`config.mk`:
```
export PLATFORM = sky130hd
export DESIGN_NAME = ram_arbiter
export DESIGN_NICKNAME = d
export VERILOG_FILES = /design/src/rtl/ram_arb_pkg.sv /design/src/rtl/ram_arb_sel.sv /design/src/rtl/ram_arbiter.sv
export SDC_FILE = /design/constraint.sdc
export NUM_CORES = 1
export LEC_CHECK = 0
export ABC_AREA = 1
export CAP_MARGIN = 20
export CELL_PAD_IN_SITES_DETAIL_PLACEMENT = 1
export CELL_PAD_IN_SITES_GLOBAL_PLACEMENT = 2
export CORE_AREA = 5 5 99 101
export DETAILED_ROUTE_END_ITERATION = 12
export DIE_AREA = 0 0 104 106
export GPL_TIMING_DRIVEN = 1
export PLACE_DENSITY_LB_ADDON = 0.05
export SYNTH_ARGS = -nofsm -noshare
export SYNTH_HDL_FRONTEND = slang
export SYNTH_HIERARCHICAL = 1
export SYNTH_SLANG_ARGS = --single-unit
```
`constraint.sdc`:
```
create_clock -name clk -period 2 [get_ports clk]
set_input_delay 0.4 -clock clk [delete_from_list [all_inputs] [get_ports clk]]
set_output_delay 0.4 -clock clk [all_outputs]
set_load 0.01 [all_outputs]
```
`src/rtl/ram_arb_pkg.sv`:
```
// Shared types and RAM command opcodes for the ram_arbiter slice.
// RAM_ARB_RR_EN selects round-robin arbitration; fixed priority otherwise.
package ram_arb_pkg;

  typedef enum logic [2:0] {
    IDLE    = 3'd0,
    ADDR    = 3'd1,
    DATA    = 3'd2,
    WAIT_RD = 3'd3,
    DONE    = 3'd4
  } state_e;

  localparam logic [1:0] CMD_WR_ADDR = 2'b00;
  localparam logic [1:0] CMD_WR_DATA = 2'b01;
  localparam logic [1:0] CMD_RD_ADDR = 2'b10;
  localparam logic [1:0] CMD_RD_DATA = 2'b11;

  function automatic logic [1:0] addr_cmd(input logic we);
    return we ? CMD_WR_ADDR : CMD_RD_ADDR;
  endfunction

  function automatic logic [1:0] data_cmd(input logic we);
    return we ? CMD_WR_DATA : CMD_RD_DATA;
  endfunction

endpackage

```
`src/rtl/ram_arb_sel.sv`:
```
// Combinational one-hot winner select over the request vector.
// With RAM_ARB_RR_EN the search starts one past the pointer; otherwise lowest index wins.
module ram_arb_sel
  import ram_arb_pkg::*;
#(
  parameter int NREQ = 2
) (
`ifdef RAM_ARB_RR_EN
  input  logic [$clog2(NREQ)-1:0] ptr_i,
`endif
  input  logic [NREQ-1:0]         req_i,
  output logic [NREQ-1:0]         gnt_o
);

`ifdef RAM_ARB_RR_EN
  localparam int PW = $clog2(NREQ);

  logic          found_s;
  logic          hit_s;
  logic [PW-1:0] idx_s;

  // rotate the search start to ptr+1 so the last winner is considered last
  always_comb begin
    gnt_o   = '0;
    found_s = 1'b0;
    hit_s   = 1'b0;
    idx_s   = '0;
    for (int i = 0; i < NREQ; i++) begin
      idx_s        = PW'((int'(ptr_i) + 1 + i) % NREQ);
      hit_s        = req_i[idx_s] & ~found_s;
      gnt_o[idx_s] = gnt_o[idx_s] | hit_s;
      found_s      = found_s | hit_s;
    end
  end
`else
  logic found_s;
  logic hit_s;

  // first set bit from index 0 upward wins
  always_comb begin
    gnt_o   = '0;
    found_s = 1'b0;
    hit_s   = 1'b0;
    for (int i = 0; i < NREQ; i++) begin
      hit_s    = req_i[i] & ~found_s;
      gnt_o[i] = hit_s;
      found_s  = found_s | hit_s;
    end
  end
`endif

endmodule

```
`src/rtl/ram_arbiter.sv`:
```
// Arbitrates NREQ requesters onto the single-port command-driven RAM (RAM_ARB_RR_EN
// enables round-robin). Every output, including the RAM command port, is a register.
module ram_arbiter
  import ram_arb_pkg::*;
#(
  parameter int NREQ        = 2,
  parameter int ADDR_WIDTH  = 8,
  parameter int DATA_WIDTH  = 8,
  parameter int TIMEOUT_CYC = 16
) (
  input  logic                       clk,
  input  logic                       rst_n,
  input  logic [NREQ-1:0]            req,
  input  logic [NREQ-1:0]            req_we,
  input  logic [NREQ*ADDR_WIDTH-1:0] req_addr,
  input  logic [NREQ*DATA_WIDTH-1:0] req_wdata,
  output logic [NREQ-1:0]            ack,
  output logic [DATA_WIDTH-1:0]      rdata,
  output logic                       err,
  output logic [NREQ-1:0]            grant,
  output logic                       busy,
  output logic [DATA_WIDTH+1:0]      ram_din,
  output logic                       ram_rx_valid,
  input  logic                       ram_tx_valid,
  input  logic [DATA_WIDTH-1:0]      ram_dout
);

  localparam int CW = $clog2(TIMEOUT_CYC + 1);

  state_e                  state_q;
  logic [NREQ-1:0]         grant_q;
  logic                    busy_q;
  logic                    we_q;
  logic [ADDR_WIDTH-1:0]   addr_q;
  logic [DATA_WIDTH-1:0]   wdata_q;
  logic [CW-1:0]           cnt_q;
  logic [DATA_WIDTH+1:0]   ram_din_q;
  logic                    rx_valid_q;
  logic [NREQ-1:0]         ack_q;
  logic [DATA_WIDTH-1:0]   rdata_q;
  logic                    err_q;

  logic [NREQ-1:0]         sel_gnt_s;
  logic                    sel_we_s;
  logic [ADDR_WIDTH-1:0]   sel_addr_s;
  logic [DATA_WIDTH-1:0]   sel_wdata_s;

`ifdef RAM_ARB_RR_EN
  localparam int IW = $clog2(NREQ);

  logic [IW-1:0]           ptr_q;
  logic [IW-1:0]           win_idx_s;

  ram_arb_sel #(.NREQ(NREQ)) u_sel (
    .ptr_i (ptr_q),
    .req_i (req),
    .gnt_o (sel_gnt_s)
  );

  // index of the one-hot winner, stored as the next search origin
  always_comb begin
    win_idx_s = '0;
    for (int i = 0; i < NREQ; i++) begin
      win_idx_s = win_idx_s | (sel_gnt_s[i] ? IW'(i) : '0);
    end
  end
`else
  ram_arb_sel #(.NREQ(NREQ)) u_sel (
    .req_i (req),
    .gnt_o (sel_gnt_s)
  );
`endif

  // mux the winner's operands out of the flattened buses using the one-hot grant
  always_comb begin
    sel_we_s    = 1'b0;
    sel_addr_s  = '0;
    sel_wdata_s = '0;
    for (int i = 0; i < NREQ; i++) begin
      sel_we_s    = sel_we_s | (req_we[i] & sel_gnt_s[i]);
      sel_addr_s  = sel_addr_s | (req_addr[i*ADDR_WIDTH +: ADDR_WIDTH] & {ADDR_WIDTH{sel_gnt_s[i]}});
      sel_wdata_s = sel_wdata_s | (req_wdata[i*DATA_WIDTH +: DATA_WIDTH] & {DATA_WIDTH{sel_gnt_s[i]}});
    end
  end

  // transaction FSM; each command word is loaded on entry to the state that presents it
  always_ff @(posedge clk or negedge rst_n) begin
    if (!rst_n) begin
      state_q    <= IDLE;
      grant_q    <= '0;
      busy_q     <= 1'b0;
      we_q       <= 1'b0;
      addr_q     <= '0;
      wdata_q    <= '0;
      cnt_q      <= '0;
      ram_din_q  <= '0;
      rx_valid_q <= 1'b0;
      ack_q      <= '0;
      rdata_q    <= '0;
      err_q      <= 1'b0;
`ifdef RAM_ARB_RR_EN
      ptr_q      <= IW'(NREQ - 1);
`endif
    end else begin
      ack_q <= '0;
      case (state_q)
        IDLE: begin
          if (|req) begin
            grant_q    <= sel_gnt_s;
            busy_q     <= 1'b1;
            we_q       <= sel_we_s;
            addr_q     <= sel_addr_s;
            wdata_q    <= sel_wdata_s;
            ram_din_q  <= {addr_cmd(sel_we_s), {(DATA_WIDTH-ADDR_WIDTH){1'b0}}, sel_addr_s};
            rx_valid_q <= 1'b1;
`ifdef RAM_ARB_RR_EN
            ptr_q      <= win_idx_s;
`endif
            state_q    <= ADDR;
          end else begin
            rx_valid_q <= 1'b0;
          end
        end
        ADDR: begin
          ram_din_q  <= {data_cmd(we_q), we_q ? wdata_q : {DATA_WIDTH{1'b0}}};
          rx_valid_q <= 1'b1;
          state_q    <= DATA;
        end
        DATA: begin
          rx_valid_q <= 1'b0;
          cnt_q      <= '0;
          if (we_q) begin
            ack_q   <= grant_q;
            err_q   <= 1'b0;
            state_q <= DONE;
          end else begin
            state_q <= WAIT_RD;
          end
        end
        WAIT_RD: begin
          if (ram_tx_valid) begin
            rdata_q <= ram_dout;
            err_q   <= 1'b0;
            ack_q   <= grant_q;
            state_q <= DONE;
          end else if (cnt_q == CW'(TIMEOUT_CYC - 1)) begin
            rdata_q <= '0;
            err_q   <= 1'b1;
            ack_q   <= grant_q;
            state_q <= DONE;
          end else begin
            cnt_q <= cnt_q + CW'(1);
          end
        end
        DONE: begin
          grant_q <= '0;
          busy_q  <= 1'b0;
          state_q <= IDLE;
        end
        default: begin
          grant_q    <= '0;
          busy_q     <= 1'b0;
          rx_valid_q <= 1'b0;
          state_q    <= IDLE;
        end
      endcase
    end
  end

  assign ack          = ack_q;
  assign rdata        = rdata_q;
  assign err          = err_q;
  assign grant        = grant_q;
  assign busy         = busy_q;
  assign ram_din      = ram_din_q;
  assign ram_rx_valid = rx_valid_q;

endmodule

```
==> impl_metrics.py, run 1 <==
metrics = {
    "logic_synthesis": {
        "syn_avg_cell_area_um2": 7.55,
        "synth_top_cell_by_area": "dfrtp_1",
        "ys_warn_count": 6,
        "synth_area_leaders": "dfrtp_1 (49%), nand2_1 (23%), nand3_1 (5.6%), inv_1 (3.5%), a22o_1 (3.3%)",
        "ys_ff_latch": 42,
        "ys_seq_area_share_pct": 49.4,
        "syn-cell-area_um2": 2130,
        "netlist_instances": 282,
        "synth_cell_types": 21,
        "yosysTopAreaCellShare_pct": 49.4,
        "synth_nets": 331,
    },
    "placement": {
        "io_buffers": 71,
        "dp_hpwl_um": 5180,
        "globalplace.congestion": 0.746,
    },
    "outcome": {
        "run_status": "finished, final reports clean",
    },
    "timing": {
        "max_freq_mhz": 595,
        "fin_crit_sh_pct": 84.0,
        "finClkSkew_ns": 0.00418,
        "hold_slack_ns": 0.0375,
        "setup_viol": 0,
        "final.setup.tns_ns": 0,
        "hold_viol": 0,
        "worstMarginPinSlew_ns": 0.432,
        "slew_viol_final": 0,
        "rsz0062_at_grt": "false",
        "maxSlewHeadroom_pct": 71.2,
        "period_needed_ns": 1.68,
    },
    "die": {
        "initial_utilization_pct": 23.8,
        "die_h_um": 106,
        "dieArea_um2": 11000,
        "fp.dieW_um": 104,
        "io_pins": 72,
        "design.core.area_um2": 8930,
        "rows": 35,
    },
    "worst_setup_path": {
        "startpoint_type": "register",
        "rrSetupSlack_ns": 0.32,
        "timing.rr.start": "cnt_q[0]",
        "cpMaxStageDelayCell": "dfrtp_1",
        "cp-end-kind": "register",
        "reg2regPathDepth": 9,
        "r2r-end": "cnt_q[4]",
        "cp.arrival_ns": 1.90,
        "crit_required_ns": 2.22,
        "cp_max_fo": 4,
        "crit_chain": "ha_1 > nand2_1 > nor2_1 > ha_1 > inv_1 > nand2_1 > nor2_1 > inv_1 > o21ai_1",
        "worstSetupPathType": "register to register",
        "critPathMaxStageDelay_ns": 0.41,
    },
    "cells_and_area": {
        "utilization_pct": 34.5,
        "n_antenna_cell": 0,
        "fillers": 1120,
        "syn2layout_area_growth_pct": 44.5,
        "nets": 408,
        "drive_above_1_share_pct": 8.10,
    },
    "global_route": {
        "grt_pass1_wl_um": 11200,
        "grt_pass1_vias": 2326,
        "antenna_found_initial": 0,
        "overflow": 0,
        "grt_max_degree": 21,
        "track_usage_pct": 12.6,
    },
    "clock_tree": {
        "path_clk_slew_ns": 0.08,
        "postCtsSetupBuffers": 0,
        "clock-sinks": 42,
        "htree_levels": 2,
        "cts_root_buffer": "clkbuf_8",
        "ctsResizeCount": 0,
        "worstSkewPairLatency_ns": 0.29,
        "hold_buffers": 0,
        "ctsLongestPathBuffers": 2,
        "cts_buffers": 5,
        "cts_tree": "done",
    },
    "route": {
        "avgViaCountPerCell": 4.39,
        "dr.first_iter.drc_count": 46,
        "vias": 2059,
        "first_pass_iters": 4,
        "route.final.wire_length_um": 6580,
        "wl_per_cell_um": 14.0,
        "drc": 0,
        "antenna_left": 0,
    },
    "flow_run": {
        "drv_cap": 0,
    },
    "power_and_ir_drop": {
        "leakagePower_nw": 1.54,
        "p_total_mw": 3.85,
        "ir_drop_uv": 317,
        "pwr_density_cell_nw_per_um2": 1250,
    },
    "worst_hold_path": {
        "hold_path.class": "input port to asynchronous set/reset pin",
    },
}
-- worst max-delay path, delay by kind of cell (launching register included) --
family | cells | cell delay, ns
simple gates | 4 | 0.51
flops | 1 | 0.41
fa+ha+maj | 2 | 0.39
buf+inv | 2 | 0.17
compound gates | 1 | 0.13
-- placed cells by master, fill, tap and decap left out --
cell type	synthesis	final
nand3_1	24	24
nand2_4	1	1
nand4_1	8	8
inv_1	20	20
nand3_2	1	1
nor3_1	1	1
a22o_1	8	8
nor2_4	1	1
nand2_1	128	128
a21oi_1	3	3
nor2_1	15	15
inv_2	2	2
dfrtp_1	42	42
clkbuf_8	0	6
o21ai_0	6	6
clkdlybuf4s50_1	0	70
nand2_2	1	1
nor2_2	3	3
ha_1	2	2
o21ai_1	2	2
buf_2	10	1
buf_4	3	13
-- area by class of cell --
cell class / count / area [um2] / share of cell area (%)
Timing Repair Buffer: 84 / 803 / 26.1
Multi-Input combinational cell: 204 / 920 / 29.9
Sequential cell: 42 / 1050 / 34.1
Clock buffer: 6 / 82.6 / 2.68
Inverter: 22 / 82.6 / 2.68
Tap cell: 111 / 139 / 4.51
-- worst max path at each step --
| stage | cells after the start | from | end | slack, ns |
|---|---|---|---|---|
| 3_3_place_gp | 10 | req[1] | ram_din[3] | 0.24 |
| 5_1_grt | 10 | cnt_q[0] | state_q[0] | 0.12 |
| 4_1_cts | 9 | cnt_q[0] | cnt_q[4] | 0.30 |
| 3_5_place_dp | 8 | req[1] | ram_din[9] | 0.20 |
| 2_1_floorplan | 10 | cnt_q[0] | state_q[0] | 0.51 |
| 6_report | 9 | cnt_q[0] | cnt_q[4] | 0.32 |
-- cell families after synthesis --
group | Yosys count | share of synthesized area [%]
AO/OA/AOI/OAI | 19 | 5.88
adder cells (fa/ha/maj) | 2 | 1.17
buffers and inverters | 36 | 7.46
flip-flops | 42 | 49.4
AND/OR/NAND/NOR | 183 | 36.1
-- cells in the mapped netlist (all sizes together) --
cell type,count
ha,2
nand3,25
a22o,8
inv,22
nor2,19
nand2,130
buf,13
nor3,1
clkbuf,1
o21ai,8
nand4,8
a21oi,3
dfrtp,42
-- sequential cells by signal (all words and copies together) (netlist names) --
register      count
err               1
ram_din          10
cnt_q             5
rdata             8
busy              1
wdata_q           8
ack               2
we_q              1
state_q           3
grant             2
ram_rx_valid      1
-- report_power, final --
part	leakage, nW	total, mW	switching (mW)	internal [mW]
logic	0.957	1.85	1.01	0.833
registers	0.538	1.45	0.256	1.19
clock network	0.0431	0.554	0.287	0.267
-- per-layer routing --
metal  up-vias  global-route usage [%]  share of wire [%]
li1       1037                       -                  -
met2        47                    22.6                 52
met3        11                    3.10                4.0
met4         0                    4.90                2.7
met1       964                    14.4                 41
met5         -                       0                  0
-- through the flow --
| stage | area (um2) | cells | setup WS [ns] |
|---|---|---|---|
| final | 3080 | 469 | 0.320 |
| after global routing | 3080 | 469 | 0.116 |
| after CTS | 3080 | 469 | 0.297 |
| after detailed placement | 3000 | 463 | 0.205 |
| after global placement | 3000 | 463 | 0.244 |
| after floorplan | 2130 | 282 | 0.508 |
No activity file was read; power rests on OpenSTA's default activity.
==> run 2: changes to the inputs <==
==> constraint.sdc (replaced) <==
create_clock -name clk -period 1.57 [get_ports clk]
set_input_delay 0.314 -clock clk [delete_from_list [all_inputs] [get_ports clk]]
set_output_delay 0.314 -clock clk [all_outputs]
set_load 0.01 [all_outputs]
==> run 2 against run 1 <==
  * Clock skew increased by 0.00096 ns
  * Setup slack got worse by 0.27 ns
  * Cell count up 2.3%
  * Clock power up 54%
  * Worst hold slack improved by 0.43 ns
  * Register-to-register slack worse by 0.20 ns
  * Non-clock buffer count grew 9
  * Count of clock-buffer cells in the layout rose by 1
  * Sequential power up 27%
  * Design area is 5.5% higher
  * Sequential share of layout area shrank 1.8 points
  * Via count increased by 0.63%
==> impl_metrics.py, run 2 (same netlist as run 1, synthesis figures left out) <==
metrics = {
    "timing": {
        "slew_viol_final": 0,
        "maxSlewHeadroom_pct": 74.2,
        "rsz0062_at_grt": "false",
        "period_needed_ns": 1.52,
        "hold_viol": 0,
        "final.setup.worst_slack_ns": 0.0513,
        "setup_viol": 0,
        "final.setup.tns_ns": 0,
        "max_freq_mhz": 658,
        "worstMarginPinSlew_ns": 0.387,
        "finClkSkew_ns": 0.00514,
        "fin_crit_sh_pct": 96.7,
        "hold_slack_ns": 0.464,
    },
    "placement": {
        "place_area_um2": 3100,
        "pre_cts_slack_ns": -0.151,
        "io_buffers": 71,
        "dp_cells": 472,
        "dp_hpwl_um": 4960,
        "globalplace.congestion": 0.715,
    },
    "global_route": {
        "grt_pass1_vias": 2271,
        "grt_pass1_wl_um": 10900,
        "grt_max_degree": 29,
        "antenna_found_initial": 0,
        "track_usage_pct": 12.0,
        "overflow": 0,
    },
    "route": {
        "drc": 0,
        "vias": 2072,
        "route.final.wire_length_um": 6390,
        "first_pass_iters": 4,
        "wl_per_cell_um": 13.3,
        "antenna_left": 0,
        "avgViaCountPerCell": 4.32,
        "dr.first_iter.drc_count": 29,
    },
    "cells_and_area": {
        "drive_above_1_share_pct": 12.5,
        "n_antenna_cell": 0,
        "layout_common_cells": "nand2_1 (126), clkdlybuf4s50_1 (69), dfrtp_1 (42), nand3_1 (24), inv_1 (19)",
        "layout_commonest_cell": "nand2_1",
        "largest_reg_flops": 10,
        "instances_no_fill": 480,
        "fillers": 1093,
        "design_area_um2": 3250,
        "utilization_pct": 36.4,
        "syn2layout_area_growth_pct": 52.5,
        "nets": 417,
    },
    "clock_tree": {
        "cts_tree": "done",
        "ctsLongestPathBuffers": 2,
        "clock-sinks": 42,
        "cts_root_buffer": "clkbuf_8",
        "postCtsSetupBuffers": 0,
        "path_clk_slew_ns": 0.08,
        "cts_buffers": 5,
        "worstSkewPairLatency_ns": 0.29,
        "htree_levels": 2,
    },
    "die": {
        "die_h_um": 106,
        "rows": 35,
        "fp.dieW_um": 104,
        "io_pins": 72,
        "design.core.area_um2": 8930,
        "initial_utilization_pct": 23.8,
        "dieArea_um2": 11000,
    },
    "worst_setup_path": {
        "cp.arrival_ns": 1.20,
        "critPathMaxStageDelay_ns": 0.54,
        "crit_start": "ram_din[1]",
        "crit_chain": "clkdlybuf4s50_1",
        "cp_max_fo": 2,
        "cp_num_cells": 1,
        "worstSetupPathType": "register to primary output",
        "reg2regPathDepth": 10,
        "path_delay_family": "buffers and inverters",
        "cp-end-kind": "primary output",
        "r2r-end": "rdata[5]",
        "rrSetupSlack_ns": 0.12,
        "worst-path-buf-inv": 1,
        "cpMaxStageDelayCell": "clkdlybuf4s50_1",
        "crit_end": "ram_din[1]",
        "startpoint_type": "register",
        "timing.rr.start": "cnt_q[0]",
        "crit_required_ns": 1.26,
    },
    "outcome": {
        "run_status": "finished, final reports clean",
    },
    "worst_hold_path": {
        "hold_path.class": "input port to asynchronous set/reset pin",
    },
    "power_and_ir_drop": {
        "leakagePower_nw": 1.61,
        "pwr_density_cell_nw_per_um2": 1610,
        "p_total_mw": 5.22,
        "ir_drop_uv": 403,
    },
    "flow_run": {
        "drv_cap": 0,
    },
}
run 2: changes by cell type in the layout (fill, tap and decap cells not counted), sizes merged:
cell | previous run | this run
buf | 14 | 22
bufinv | 0 | 1
clkbuf | 6 | 7
clkdlybuf4s50 | 70 | 69
dlygate4sd3 | 0 | 1
dlymetal6s2s | 0 | 1
run 2: layout make-up:
class	count	area, um2	share of cell area [%]
inverters	22	82.6	2.54
repair buffers	93	913	28.1
well taps	111	139	4.28
clock inverters	1	30.0	0.924
flip-flops and latches	42	1050	32.4
multi-input cells	204	956	29.4
clock buffers	7	76.3	2.35
run 2: how the worst min path moves through the flow:
stage | start | to | slack [ns] | depth (start not counted)
final | rst_n | cnt_q[2] | 0.46 | 2
after global routing | rst_n | cnt_q[2] | 0.50 | 2
after CTS | rst_n | cnt_q[1] | 0.48 | 2
after detailed placement | rst_n | cnt_q[1] | 0.27 | 1
after global placement | rst_n | cnt_q[1] | 0.27 | 1
after floorplan | rst_n | ack[0] | 0.02 | 0
run 2: power breakdown:
group	total, mW	switching, mW	internal (mW)	leakage, nW
logic	2.54	1.33	1.20	1.02
clock network	0.851	0.374	0.476	0.0524
registers	1.84	0.319	1.52	0.538
run 2: routing by layer:
| metal | wire length, um | track usage, % | vias to the layer above | part of all wire [%] |
|---|---|---|---|---|
| met5 | 0 | 0 | - | 0 |
| met4 | 51 | 3.05 | 0 | 0.80 |
| met3 | 257 | 3.16 | 7 | 4.0 |
| met2 | 3380 | 22.3 | 49 | 53 |
| met1 | 2700 | 13.7 | 957 | 42 |
| li1 | - | - | 1059 | - |
run 2: repair_timing:
item,CTS,global route
endpoints found under the setup margin,17,15
gates resized for setup,6,7
hold buffers,1,0
hold endpoints to repair,14,0
pin swaps,3,4
==> run 3: changes to the inputs <==
==> constraint.sdc (replaced) <==
create_clock -name clk -period 1.7 [get_ports clk]
set_input_delay 0.34 -clock clk [delete_from_list [all_inputs] [get_ports clk]]
set_output_delay 0.34 -clock clk [all_outputs]
set_load 0.01 [all_outputs]
==> run 3 against run 2 <==
  * Setup slack improved by 0.048 ns
  * Via count fell by 1.1%
  * Count of clock-buffer cells in the layout stayed put
  * Non-clock buffer count is 5 lower
  * Global-route usage up 0.13 points
  * Worst hold slack gained 0.0070 ns
  * Core utilization fell by 0.84 points
  * Clock skew up 0.0011 ns
  * Sequential power is 8% lower
  * Design area shrank 2.3%
  * Clock power shrank 7.3%
==> impl_metrics.py, run 3 (same netlist as run 1, synthesis figures left out) <==
metrics = {
    "timing": {
        "final.setup.worst_slack_ns": 0.0990,
        "hold_viol": 0,
        "maxSlewHeadroom_pct": 74.1,
        "fin_crit_sh_pct": 94.2,
        "max_freq_mhz": 625,
        "period_needed_ns": 1.60,
        "finClkSkew_ns": 0.00623,
        "hold_slack_ns": 0.471,
        "worstMarginPinSlew_ns": 0.389,
        "slew_viol_final": 0,
        "setup_viol": 0,
    },
    "worst_hold_path": {
        "hold_path_depth": 2,
        "hold_path.class": "register to register",
    },
    "cells_and_area": {
        "instances_no_fill": 475,
        "drive_above_1_share_pct": 9.34,
        "layout_common_cells": "nand2_1 (127), clkdlybuf4s50_1 (70), dfrtp_1 (42), nand3_1 (24), inv_1 (20)",
        "layout_commonest_cell": "nand2_1",
        "nets": 412,
        "largest_reg_flops": 10,
        "multiInputGateArea_um2": 933,
        "fillers": 1107,
        "syn2layout_area_growth_pct": 49.0,
        "regArea_um2": 1050,
        "n_antenna_cell": 0,
    },
    "worst_setup_path": {
        "crit_top_cell": "nand2_1",
        "reg2regPathDepth": 11,
        "cp.arrival_ns": 1.79,
        "cp-end-kind": "register",
        "cp_num_cells": 11,
        "critPathMaxStageDelay_ns": 0.39,
        "path_delay_family": "simple AND/OR/NAND/NOR gates",
        "worstSetupPathType": "register to register",
        "startpoint_type": "register",
        "crit_required_ns": 1.89,
        "cp_max_fo": 10,
        "crit_chain": "ha_1 > nand2_1 > nor2_1 > ha_1 > inv_1 > nand2_2 > buf_4 > nand2_8 > nand2_2 > nand2_1 > nand2_1",
        "worst-path-buf-inv": 2,
        "cpMaxStageDelayCell": "dfrtp_1",
    },
    "route": {
        "wl_met3_um": 262,
        "avgViaCountPerCell": 4.31,
        "drc": 0,
        "dr_wl_met2_um": 3450,
        "wl_per_cell_um": 13.7,
        "drt-met1-wl_um": 2740,
        "antenna_left": 0,
        "route.final.wire_length_um": 6500,
        "top_layer": "met4",
        "dr.first_iter.drc_count": 49,
        "vias": 2049,
        "first_pass_iters": 4,
    },
    "clock_tree": {
        "htree_levels": 2,
        "cts_root_buffer": "clkbuf_8",
        "cts_buffers": 5,
        "ctsLongestPathBuffers": 2,
        "cts_tree": "done",
        "worstSkewPairLatency_ns": 0.29,
        "postCtsSetupBuffers": 0,
        "path_clk_slew_ns": 0.08,
        "clock-sinks": 42,
    },
    "outcome": {
        "run_status": "finished, final reports clean",
    },
    "global_route": {
        "antenna_found_initial": 0,
        "track_usage_pct": 12.2,
        "grt_pass1_wl_um": 11000,
        "grt_pass1_vias": 2232,
        "grt_max_degree": 29,
        "overflow": 0,
    },
    "die": {
        "fp.dieW_um": 104,
        "dieArea_um2": 11000,
        "design.core.area_um2": 8930,
        "io_pins": 72,
        "initial_utilization_pct": 23.8,
        "rows": 35,
        "die_h_um": 106,
    },
    "power_and_ir_drop": {
        "ir_drop_uv": 492,
        "leakagePower_nw": 1.57,
        "p_total_mw": 4.75,
        "pwr_density_cell_nw_per_um2": 1500,
    },
    "placement": {
        "dp_hpwl_um": 5000,
        "io_buffers": 71,
        "pre_cts_slack_ns": -0.0501,
        "globalplace.congestion": 0.720,
        "dp_cells": 466,
    },
    "flow_run": {
        "drv_cap": 0,
    },
}
-- run 3: changes by cell type in the layout (fill, tap and decap cells not counted), sizes merged --
cell / change
buf: -5
clkdlybuf4s50: +1
dlymetal6s2s: -1
-- run 3: what timing repair did --
action	4_1_cts	5_1_grt
endpoints found under the setup margin	0	6
endpoints found under the hold margin	14	0
resized for setup	0	3
hold buffers	1	0
-- run 3: routing by layer --
layer	vias up	global-route usage, %
li1	1050	-
met3	4	3.16
met5	-	0
met2	43	22.7
met4	0	3.05
met1	952	13.8
-- run 3: cell type report --
class                           instances  share of cell area, %
Clock buffer                            7                   2.41
Clock inverter                          1                  0.946
Inverter                               22                   2.60
Multi-Input combinational cell        204                   29.4
Sequential cell                        42                   33.1
Tap cell                              111                   4.38
Timing Repair Buffer                   88                   27.1
-- run 3: stage by stage --
stage                     TNS [ns]  util, %  cell area [um2]
after floorplan                  0        -             2130
after global placement     -0.0528     34.1             3040
after detailed placement   -0.0501     34.1             3040
after CTS                        0     35.4             3160
after global routing      -0.00743     35.5             3170
final                            0     35.5             3170
-- run 3: path summary, 6_finish.rpt --
| path | from | to | slack [ns] |
|---|---|---|---|
| max reg2reg | cnt_q[0] | err | 0.1 |
| min reg2reg | rdata[1] | rdata[1] | 0.47 |
| min in group asynchronous | rst_n | cnt_q[1] | 0.49 |
| max | cnt_q[0] | err | 0.1 |
| min | rdata[1] | rdata[1] | 0.47 |
| max in group asynchronous | rst_n | state_q[1] | 0.73 |
-- run 3: worst register-to-register path, stage by stage (launching register included) --
cell	delay [ns]
dfrtp_1	0.39
ha_1	0.21
nand2_1	0.09
nor2_1	0.05
ha_1	0.17
inv_1	0.06
nand2_2	0.07
buf_4	0.16
nand2_8	0.10
nand2_2	0.09
nand2_1	0.06
nand2_1	0.04
-- run 3: report_power, final --
group	internal, mW	leakage (nW)	total, mW	switching (mW)
Sequential	1.40	0.538	1.69	0.290
Clock	0.440	0.0524	0.789	0.349
Combinational	1.04	0.977	2.27	1.22
